--- config.mk ---
export PLATFORM = sky130hd
export DESIGN_NAME = conv_mac_sched
export DESIGN_NICKNAME = d
export VERILOG_FILES = /design/src/rtl/conv_mac_sched.sv
export SDC_FILE = /design/constraint.sdc
export NUM_CORES = 1
export LEC_CHECK = 0
export CAP_MARGIN = 20
export CORE_ASPECT_RATIO = 0.6
export CORE_MARGIN = 8
export CORE_UTILIZATION = 58
export CTS_BUF_LIST = sky130_fd_sc_hd__clkbuf_8
export DETAILED_ROUTE_END_ITERATION = 8
export GPL_TIMING_DRIVEN = 0
export PLACE_DENSITY = 0.83
export SYNTH_ARGS = -nofsm -noshare
export SYNTH_HDL_FRONTEND = slang
export SYNTH_SLANG_ARGS = --single-unit
--- constraint.sdc ---
create_clock -name clk -period 3.6 [get_ports clk]
set_clock_uncertainty 0.05 [all_clocks]
set_input_delay 0.54 -clock clk [delete_from_list [all_inputs] [get_ports clk]]
set_output_delay 0.54 -clock clk [all_outputs]
set_load 0.01 [all_outputs]
--- src/rtl/conv_mac_sched.sv ---
// rtl/conv_mac_sched.sv - convolution tap sequencer for a single MAC unit
//
// Walks every output pixel (ox,oy) of one feature map and, for each, every
// kernel tap (kx,ky), issuing one image/weight buffer read per cycle.
// MAC strobes follow the issue by one cycle (buffer read latency) and the
// result-write strobe follows mac_last by one more cycle.
//
// Ports:
//   clk, rst_n           clock, asynchronous active-low reset
//   start                one-cycle launch pulse, ignored while busy
//   pause                stall request, honoured only at window boundaries
//   busy, done           sequence in progress / final-result pulse
//   img_rd               buffer read strobe (issue stage)
//   img_addr, wgt_addr   image and weight read addresses
//   mac_en/first/last    MAC strobes, one cycle after issue
//   out_vld, out_addr    result-write strobe and output address
//   perf_cyc             busy-cycle counter (only with CONV_SCHED_PERF_EN)
//
// Optional feature macro: CONV_SCHED_PERF_EN
module conv_mac_sched #(
    parameter int IMG_W = 32,
    parameter int IMG_H = 32,
    parameter int K     = 5,
    parameter int IA_W  = 10,
    parameter int WA_W  = 5
) (
    input  logic            clk,
    input  logic            rst_n,
    input  logic            start,
    input  logic            pause,
    output logic            busy,
    output logic            done,
    output logic            img_rd,
    output logic [IA_W-1:0] img_addr,
    output logic [WA_W-1:0] wgt_addr,
    output logic            mac_en,
    output logic            mac_first,
    output logic            mac_last,
    output logic            out_vld,
    output logic [IA_W-1:0] out_addr
`ifdef CONV_SCHED_PERF_EN
    ,
    output logic [31:0]     perf_cyc
`endif
);

    localparam int OUT_W = IMG_W - K + 1;
    localparam int OUT_H = IMG_H - K + 1;
    localparam int XW    = $clog2(OUT_W + 1);
    localparam int YW    = $clog2(OUT_H + 1);
    localparam int KW    = $clog2(K + 1);

    typedef enum logic [1:0] {S_IDLE, S_RUN, S_DRAIN} state_t;

    state_t          state_q, state_d;
    logic [KW-1:0]   kx_q, kx_d, ky_q, ky_d;
    logic [XW-1:0]   ox_q, ox_d;
    logic [YW-1:0]   oy_q, oy_d;

    logic            mac_en_q, mac_first_q, mac_last_q, final_q;
    logic [IA_W-1:0] oaddr_s1_q;
    logic            out_vld_q, done_q;
    logic [IA_W-1:0] out_addr_q;

    logic first_tap, last_tap, last_win, hold, issue;

    always_comb begin
        first_tap = (kx_q == '0) && (ky_q == '0);
        last_tap  = (kx_q == KW'(K - 1)) && (ky_q == KW'(K - 1));
        last_win  = (ox_q == XW'(OUT_W - 1)) && (oy_q == YW'(OUT_H - 1));
        // Pause only bites at tap (0,0) of a window other than the first,
        // so a window's taps are never split across a stall.
        hold      = (state_q == S_RUN) && first_tap &&
                    ((ox_q != '0) || (oy_q != '0)) && pause;
        issue     = (state_q == S_RUN) && !hold;
    end

    always_comb begin
        state_d = state_q;
        kx_d    = kx_q;
        ky_d    = ky_q;
        ox_d    = ox_q;
        oy_d    = oy_q;
        case (state_q)
            S_IDLE: begin
                if (start) begin
                    state_d = S_RUN;
                    kx_d    = '0;
                    ky_d    = '0;
                    ox_d    = '0;
                    oy_d    = '0;
                end
            end
            S_RUN: begin
                if (issue) begin
                    if (last_tap) begin
                        kx_d = '0;
                        ky_d = '0;
                        if (ox_q == XW'(OUT_W - 1)) begin
                            ox_d = '0;
                            oy_d = (oy_q == YW'(OUT_H - 1)) ? '0 : oy_q + YW'(1);
                        end else begin
                            ox_d = ox_q + XW'(1);
                        end
                        if (last_win) state_d = S_DRAIN;
                    end else if (kx_q == KW'(K - 1)) begin
                        kx_d = '0;
                        ky_d = ky_q + KW'(1);
                    end else begin
                        kx_d = kx_q + KW'(1);
                    end
                end
            end
            S_DRAIN: begin
                // Leave once the final result has been written.
                if (done_q) state_d = S_IDLE;
            end
            default: state_d = S_IDLE;
        endcase
    end

    always_ff @(posedge clk or negedge rst_n) begin
        if (!rst_n) begin
            state_q     <= S_IDLE;
            kx_q        <= '0;
            ky_q        <= '0;
            ox_q        <= '0;
            oy_q        <= '0;
            mac_en_q    <= 1'b0;
            mac_first_q <= 1'b0;
            mac_last_q  <= 1'b0;
            final_q     <= 1'b0;
            oaddr_s1_q  <= '0;
            out_vld_q   <= 1'b0;
            done_q      <= 1'b0;
            out_addr_q  <= '0;
        end else begin
            state_q     <= state_d;
            kx_q        <= kx_d;
            ky_q        <= ky_d;
            ox_q        <= ox_d;
            oy_q        <= oy_d;
            mac_en_q    <= issue;
            mac_first_q <= issue && first_tap;
            mac_last_q  <= issue && last_tap;
            final_q     <= issue && last_tap && last_win;
            if (issue && last_tap)
                oaddr_s1_q <= IA_W'(32'(oy_q) * 32'(OUT_W) + 32'(ox_q));
            out_vld_q   <= mac_last_q;
            done_q      <= mac_last_q && final_q;
            if (mac_last_q)
                out_addr_q <= oaddr_s1_q;
        end
    end

    assign busy      = (state_q != S_IDLE);
    assign done      = done_q;
    assign img_rd    = issue;
    assign img_addr  = IA_W'((32'(oy_q) + 32'(ky_q)) * 32'(IMG_W) + 32'(ox_q) + 32'(kx_q));
    assign wgt_addr  = WA_W'(32'(ky_q) * 32'(K) + 32'(kx_q));
    assign mac_en    = mac_en_q;
    assign mac_first = mac_first_q;
    assign mac_last  = mac_last_q;
    assign out_vld   = out_vld_q;
    assign out_addr  = out_addr_q;

`ifdef CONV_SCHED_PERF_EN
    logic [31:0] perf_q;
    always_ff @(posedge clk or negedge rst_n) begin
        if (!rst_n)                           perf_q <= '0;
        else if (state_q == S_IDLE && start)  perf_q <= '0;
        else if (busy)                        perf_q <= perf_q + 32'd1;
    end
    assign perf_cyc = perf_q;
`endif

endmodule

# Word-level counts from Yosys, hierarchy flattened
# Index checks and enable logic that the tools add are counted.
[totals] wordCells=87 romBits=0 out_inout_bits=32 latch_bits=0 regBits=44 inputBits=4 ram_bits=0 memories=0
[classes] n_lt_le_gt_ge=0 muxes=25 addsub=9 div=0 n_eq_ne=13 n_reduce_logical=25 shift=0 bitwise=0 n_mul=2
[ops] op="5-bit 2-to-1 mux" count=8
[ops] op="3-bit 2-to-1 mux" count=7
[ops] op="10-bit by 5-bit adder with 10-bit output" count=2
[ops] op="5-bit one-hot mux with 2 select lines" count=2
[ops] op="3-bit one-hot mux with 2 select lines" count=2
[ops] op="1-bit logical AND" count=11
[ops] op="10-bit by 3-bit adder with 10-bit output" count=1
[ops] op="5-bit by 1-bit adder with 5-bit output (second input constant)" count=2
[ops] op="5-bit by 3-bit adder with 5-bit output" count=2
[ops] op="5-bit == test (second input constant)" count=2
[ops] op="2-bit 2-to-1 mux" count=5
[ops] op="2-bit != test (second input constant)" count=5
[ops] op="5-bit AND reduction" count=2
[ops] op="5-bit nonzero test" count=2
[ops] op="5-bit by 3-bit multiplier with 8-bit output (second input constant)" count=1
[ops] op="4-bit AND reduction" count=2
[ops] op="3-bit by 1-bit adder with 3-bit output (second input constant)" count=2
[ops] op="3-bit == test (second input constant)" count=2
[ops] op="3-bit zero test" count=2
[ops] op="2-bit one-hot mux with 3 select lines" count=1
[ops] op="3-bit by 3-bit multiplier with 5-bit output (second input constant)" count=1
[ops] op="2-bit nonzero test" count=2
[ops] op="3-bit by 2-bit != test with 1-bit output (second input constant)" count=1
[ops] op="3-bit AND reduction" count=1
[ops] op="other kinds (6)" count=6

# Depth between registers and ports, before layout
# Gate-level depths: netlist (run 1).
[logic_depth] depth_word=9 ltp_mapped=9 depth_no_buf=9

# Least setup slack after synthesis (run 1)
# OpenSTA, ideal clock, no wires.
[synth_timing] path_type="reg-to-reg" start="register oy_q[1]" end="register oaddr_s1_q[9]" path_buffers=0 setup_ps=130 required_ps=3420 slack_ps=1031 t_arrival_ps=2388 path_stages_with_launch=10 path_cell_list="dfrtp_1 fa_1 ha_1 inv_1 fa_1 nand2b_1 a21oi_1 xor2_1 a311o_1 o211ai_1"
[synth_via] elab_chain_len=7
[synth_rtl] item="start: declaration" line_no="58" source="logic [YW-1:0] oy_q, oy_d;"
[synth_rtl] item="start signal: assignment" line_no="142" source="oy_q <= oy_d;"
[synth_rtl] item="parallel branches: the longest is 7 deep, another holds 10-bit by 5-bit adder with 10-bit output"
[synth_rtl] item="end signal: assignment" line_no="148" source="oaddr_s1_q <= IA_W'(32'(oy_q) * 32'(OUT_W) + 32'(ox_q));"
[synth_rtl] item="end: declaration" line_no="61" source="logic [IA_W-1:0] oaddr_s1_q;"
# Several ways; the timed one is not identified.
# A chain may end at the register's enable or synchronous reset.

# Final worst setup path (run 1)
[layout_timing] start="register ky_q[2]" end="output wgt_addr[4]"
[layout_via] elab_chain_len=2
[layout_rtl] item="start: declaration" line_no="56" source="logic [KW-1:0] kx_q, kx_d, ky_q, ky_d;"
[layout_rtl] item="start signal: assignment" line_no="140" source="ky_q <= ky_d;"
[layout_rtl] item="3-bit by 3-bit multiplier with 5-bit output" line_no="160" source="assign wgt_addr = WA_W'(32'(ky_q) * 32'(K) + 32'(kx_q));"
[layout_rtl] item="5-bit by 3-bit adder with 5-bit output" line_no="160"
[layout_rtl] item="end: declaration" line_no="35" source="output logic [WA_W-1:0] wgt_addr,"
# Every way passes these cells.

==> out/qor.yml, run 1 <==
clock_latency_ns: 0.30
crit_chain: "ha_1 > ha_1 > ha_1 > a21o_1 > a21oi_1 > xnor2_1 > clkdlybuf4s50_1"
die_height_um: 71.4
htree_levels: 2
syn_to_final_growth_pct: 19.2
final_nets: 376
slowest_delay_ns: 0.55
core_um2: 5000
hold_viol: 0
required_ns: 3.01
drive_gt1_share_pct: 10.6
routed_wl_mm: 6.54
synth_ff_type: "dfrtp_1"
syn_nets: 333
grt_overflow: 0
slew_headroom_pct: 52.7
first_pass_iters: 4
status: "finished, final reports clean"
post_cts_resized: 0
track_usage_pct: 17.6
totalPowerFinal_uw: 2100
die_w_um: 108
ys_seq_area_share_pct: 37.1
worst_pin_slew_ns: 0.703
die-area_um2: 7730
worstPathArrival_ns: 2.86
endpoint_kind: "output port"
synthDistinctLibCells: 49
start_util_pct: 59.2
viasPerCell: 5.58
antenna_found_initial: 0
grt_pass1_vias: 2159
cts.reportedPaths.clkPinSlew_ns: 0.08
clockBufferDepth: 2
cts.sinks: 44
power.density_nw_per_um2: 596
maxCapViolCount: 0
tns_ns: 0
cp_max_fo: 7
rsz0062_at_grt: "no"
pwr-share-comb_pct: 50.0
vdd_drop_max_mv: 0.496
synth_warnings: 0
synth-edff-count: 0
post_cts_buffers: 0
p_int_uw: 1350
pwr-share-seq_pct: 31.2
fin_crit_sh_pct: 95.7
cts_tree: "built"
worst_path_max_delay_cell: "clkdlybuf4s50_1"
avgSynthCellArea_um2: 10.4
synth_cells: 285
grt_start_max_net_pins: 31
pin_count: 36
wl_per_cell_um: 16.6
hp-class: "input port to async pin"
min_period_ns: 3.45
power_switching_uw: 755
ctsHoldBuffers: 0
drt_iter0_markers: 186
leakage_uw: 0.00168
regToRegStartpoint: "oy_q[1]"
p_clk_share_pct: 18.9
drc_errors: 0
dpl.hpwl_mm: 5.13
postRouteAntennaNets: 0
async_flop_share_pct: 100
port_buffers: 35
crit_type: "flop to output port"
place.gp.congestion: 0.849
ys_ff_latch: 44
vias: 2206
max_clock_freq_mhz: 290
setup.worst_path.start_class: "flop"
antenna_cells: 0
cts_root_buf: "clkbuf_8"
r2r_slack_ns: 0.69
synth_area_um2: 2960
r2r_end: "oaddr_s1_q[9]"
num_rows: 20
drv_slew: 0
cpMostUsedCell: "ha_1"
worst_r2r_path_depth: 8
swShare_pct: 35.9
grt_pass1_wl_mm: 10.9
nFillCells: 378
finalSetupViolations: 0
cts_buffers: 5
==> layer usage <==
| layer | wire length, um | vias up | track usage [%] |
|---|---|---|---|
| li1 | - | 1072 | - |
| met1 | 3130 | 1064 | 24.7 |
| met2 | 2900 | 65 | 27.1 |
| met3 | 453 | 5 | 3.94 |
| met4 | 55 | 0 | 3.77 |
| met5 | 0 | - | 0 |
==> synthesized netlist by cell type, types with 7 or more instances <==
library cell	number	area (um2)
ha_1	35	438
xnor2_1	13	114
fa_1	9	180
a21o_1	7	52.6
nor2_1	12	45.0
a21oi_1	11	55.1
nand3_1	8	40.0
inv_1	19	71.3
mux2_2	10	113
nand2_1	28	105
o21ai_0	20	100
dfrtp_1	44	1100
xor2_1	8	70.1
==> worst max-delay path, delay by kind of cell, from the launching register on <==
| kind | cells | cell delay (ns) |
|---|---|---|
| adder cells (fa/ha/maj) | 3 | 0.95 |
| buffers and inverters | 1 | 0.55 |
| flip-flops | 1 | 0.52 |
| AO/OA/AOI/OAI | 2 | 0.40 |
| XOR/XNOR | 1 | 0.14 |
==> layout make-up <==
cell class	instances	area (um2)	share of cell area, %
inverter	20	75.1	2.12
clock buffer	6	82.6	2.34
clock inverter	2	38.8	1.10
multi-input combinational	214	1740	49.3
tap	66	82.6	2.34
buffer	7	46.3	1.31
timing repair buffer	36	365	10.3
sequential	44	1100	31.2
==> per-stage QoR <==
stage               std cells  hold slack [ns]  worst slack (ns)  util [%]  cell area [um2]
finish                    395           0.0899             0.154      70.6             3530
global route              395            0.114            0.0877      70.6             3530
CTS                       395           0.0964             0.152      70.6             3530
detailed placement        387            0.385             0.535      68.2             3410
global placement          386            0.368             0.583      67.9             3400
floorplan                 285            0.194              1.03         -             2960
==> cells by family (layout without fill, tap and decap cells) <==
| family | after synthesis | count (layout) | share of synthesized area, % |
|---|---|---|---|
| xor gates and xnor gates | 21 | 21 | 6.21 |
| AOI/OAI and AO/OA | 61 | 61 | 14.1 |
| buffers and inverters | 27 | 71 | 4.09 |
| adders and majority gates | 44 | 44 | 20.9 |
| muxes | 12 | 12 | 4.47 |
| and+or+nand+nor | 76 | 76 | 13.2 |
| DFF | 44 | 44 | 37.1 |
==> worst max-delay path by stage <==
stage	start	endpoint	slack, ns	cells after the start
5_1_grt	oy_q[0]	img_addr[9]	0.09	7
3_5_place_dp	ky_q[2]	wgt_addr[4]	0.53	7
4_1_cts	ky_q[2]	wgt_addr[4]	0.15	7
3_3_place_gp	oy_q[0]	img_addr[9]	0.58	7
2_1_floorplan	oy_q[1]	oaddr_s1_q[9]	1.03	9
6_report	ky_q[2]	wgt_addr[4]	0.15	7
==> power by group through the flow <==
| stage | combinational (uW) | sequential (uW) | clock (uW) |
|---|---|---|---|
| after floorplan | 594 | 635 | 0 |
| after global placement | 1020 | 660 | 0 |
| after detailed placement | 1050 | 662 | 0 |
| after CTS | 1060 | 653 | 404 |
| after global routing | 1140 | 665 | 420 |
| final | 1050 | 656 | 397 |
==> flip-flops by register name, summed over array words and instances, names as in the netlist, 2 cells and up <==
| name | flops |
|---|---|
| oaddr_s1_q | 10 |
| out_addr | 10 |
| ox_q | 5 |
| oy_q | 5 |
| kx_q | 3 |
| ky_q | 3 |
| state_q | 2 |
==> cell usage in the layout, fill, tap and decap left out, types with 2 or more instances in the layout <==
master,instances
dfrtp_1,44
nand3b_1,2
clkbuf_8,6
a21oi_2,2
nand4_1,3
a21o_1,7
nand2_1,28
nor2b_1,2
fa_1,9
nor3_1,4
buf_2,5
mux2_2,10
mux2i_1,2
xnor2_1,13
ha_1,35
buf_6,2
nand4b_1,2
nand2b_1,4
a21oi_1,11
o31ai_1,4
xor2_1,8
o21ai_0,20
inv_1,19
o21bai_1,3
nor2_1,12
o21ai_1,4
nand3_1,8
clkdlybuf4s50_1,34
Power figures use the tool's default switching activity.
==> inputs of run 2 (changes only) <==
--- a/config.mk
+++ b/config.mk
@@ -13,6 +13,7 @@
 export DETAILED_ROUTE_END_ITERATION = 8
 export GPL_TIMING_DRIVEN = 0
 export PLACE_DENSITY = 0.83
+export SKIP_CTS_REPAIR_TIMING = 1
 export SYNTH_ARGS = -nofsm -noshare
 export SYNTH_HDL_FRONTEND = slang
 export SYNTH_SLANG_ARGS = --single-unit
==> results of run 2 <==
No change in the layout: final DEF, timing and power equal those of run 1.
==> inputs of run 3 (changes only) <==
--- a/config.mk
+++ b/config.mk
@@ -6,8 +6,6 @@
 export NUM_CORES = 1
 export LEC_CHECK = 0
 export CAP_MARGIN = 20
-export CORE_ASPECT_RATIO = 0.6
-export CORE_MARGIN = 8
 export CORE_UTILIZATION = 58
 export CTS_BUF_LIST = sky130_fd_sc_hd__clkbuf_8
 export DETAILED_ROUTE_END_ITERATION = 8
==> run 3 against run 2 <==
Effect of this change: sequential share of layout area rose by 0.11 points; critical path depth unchanged; maximum frequency is 3.0% higher; final cell count up 0.25%; design area fell by 0.35%; register-to-register slack improved by 0.08 ns; largest cell class unchanged; highest routed layer unchanged.
==> out/qor.yml, run 3 (same netlist as run 1, synthesis figures left out) <==
status: "finished, final reports clean"
htree_levels: 2  # unchanged
grt_start_max_net_pins: 33  # +6.5%
drt_iter0_markers: 162  # -13%
core_um2: 4820  # -3.8%
rsz0062_at_grt: "no"
worst_pin_slew_ns: 0.716  # +0.0127 ns
postRouteAntennaNets: 0  # unchanged
antenna_found_initial: 0  # unchanged
clock_latency_ns: 0.30  # about the same
cts_buffers: 5  # unchanged
finalSetupViolations: 0  # unchanged
start_util_pct: 61.5  # +2.3 points
drc_errors: 0  # unchanged
cts_tree: "built"
die_height_um: 73.5  # +3.0%
die-area_um2: 5400  # -30%
first_pass_iters: 4  # unchanged
vias: 2185  # -0.95%
die_w_um: 73.5  # -32%
drive_gt1_share_pct: 10.3  # -0.30 points
grt_pass1_wl_mm: 10.2  # -6.5%
clockBufferDepth: 2  # unchanged
final_nets: 376  # unchanged
grt_pass1_vias: 2196  # +1.7%
cts.reportedPaths.clkPinSlew_ns: 0.08  # about the same
slew_headroom_pct: 51.8  # -0.86 points
leakage_uw: 0.00167  # -0.12%
worstPathArrival_ns: 2.76  # -0.10 ns
hold_viol: 0  # unchanged
num_rows: 25  # +25%
track_usage_pct: 24.8  # +7.1 points
max_clock_freq_mhz: 299  # +3.0%
antenna_cells: 0  # unchanged
instances_no_fill: 396  # +0.25%
required_ns: 3.01  # about the same
fin_crit_sh_pct: 92.9  # -2.8 points
tns_ns: 0  # unchanged
cts_root_buf: "clkbuf_8"
maxCapViolCount: 0  # unchanged
setup.worst_path.start_class: "flop"
port_buffers: 35  # unchanged
crit_type: "flop to output port"
routed_wl_mm: 5.74  # -12%
final_common_cell: "dfrtp_1"
vdd_drop_max_mv: 0.473  # -4.6%
dpl.hpwl_mm: 4.52  # -12%
endpoint_kind: "output port"
power.density_nw_per_um2: 579  # -2.8%
cts.sinks: 44  # unchanged
cp_max_fo: 7  # unchanged
viasPerCell: 5.52  # -1.2%
dp.cells: 388  # +0.26%
wl_per_cell_um: 14.5  # -12%
final_cell_mix: "dfrtp_1 (44), ha_1 (35), clkdlybuf4s50_1 (34)"
grt_overflow: 0  # unchanged
syn_to_final_growth_pct: 18.8
place.gp.congestion: 0.837  # -1.3%
pin_count: 36  # unchanged
min_period_ns: 3.35  # -0.101 ns
hp-class: "input port to async pin"
drv_slew: 0  # unchanged
==> run 3: power breakdown <==
part	leakage (uW)	total [uW]	internal (uW)	switching, uW
clock network	0.0000593	364	203	161
registers	0.000586	650	560	89.9
logic	0.00103	1020	562	462
total	0.00167	2040	1320	713
==> run 3: worst paths after layout <==
kind / start / to / slack [ns] / depth (start not counted)
max: ky_q[2] / wgt_addr[4] / 0.25 / 7
min in group clk: mac_last / out_vld / 0.39 / 0
max in group asynchronous: rst_n / oaddr_s1_q[6] / 2.95 / 2
min: rst_n / kx_q[0] / 0.08 / 1
min reg2reg: mac_last / out_vld / 0.39 / 0
max reg2reg: oy_q[1] / oaddr_s1_q[9] / 0.77 / 9
==> run 3: cell type report <==
cell class,count,area (um2)
multi-input combinational,214,1740
fill,365,1300
sequential,44,1100
timing repair buffer,36,365
tap,67,83.8
inverter,20,75.1
clock buffer,5,68.8
buffer,7,46.3
clock inverter,3,38.8
==> run 3: metrics by stage <==
stage	instance area [um2]	total power [uW]	utilization [%]	hold WS, ns	worst slack, ns
after floorplan	2960	1230	-	0.194	1.03
after global placement	3400	1640	70.5	0.370	0.623
after detailed placement	3410	1690	70.9	0.372	0.592
after CTS	3520	2060	73.1	0.0872	0.251
after global routing	3520	2200	73.1	0.0924	0.0828
final	3520	2040	73.1	0.0803	0.255
==> run 3: layer usage <==
layer / vias up / wire [um] / track usage (%)
li1: 1066 / - / -
met1: 1056 / 2610 / 33.3
met2: 55 / 2830 / 41.0
met3: 8 / 216 / 4.39
met4: 0 / 76 / 7.26
met5: - / 0 / 0
==> run 3: worst max-delay path, stage by stage, from the launching register on <==
cell             delay (ns)
dfrtp_1                0.52
ha_1                   0.30
ha_1                   0.33
ha_1                   0.31
a21o_1                 0.16
a21oi_1                0.17
xnor2_1                0.13
clkdlybuf4s50_1        0.55
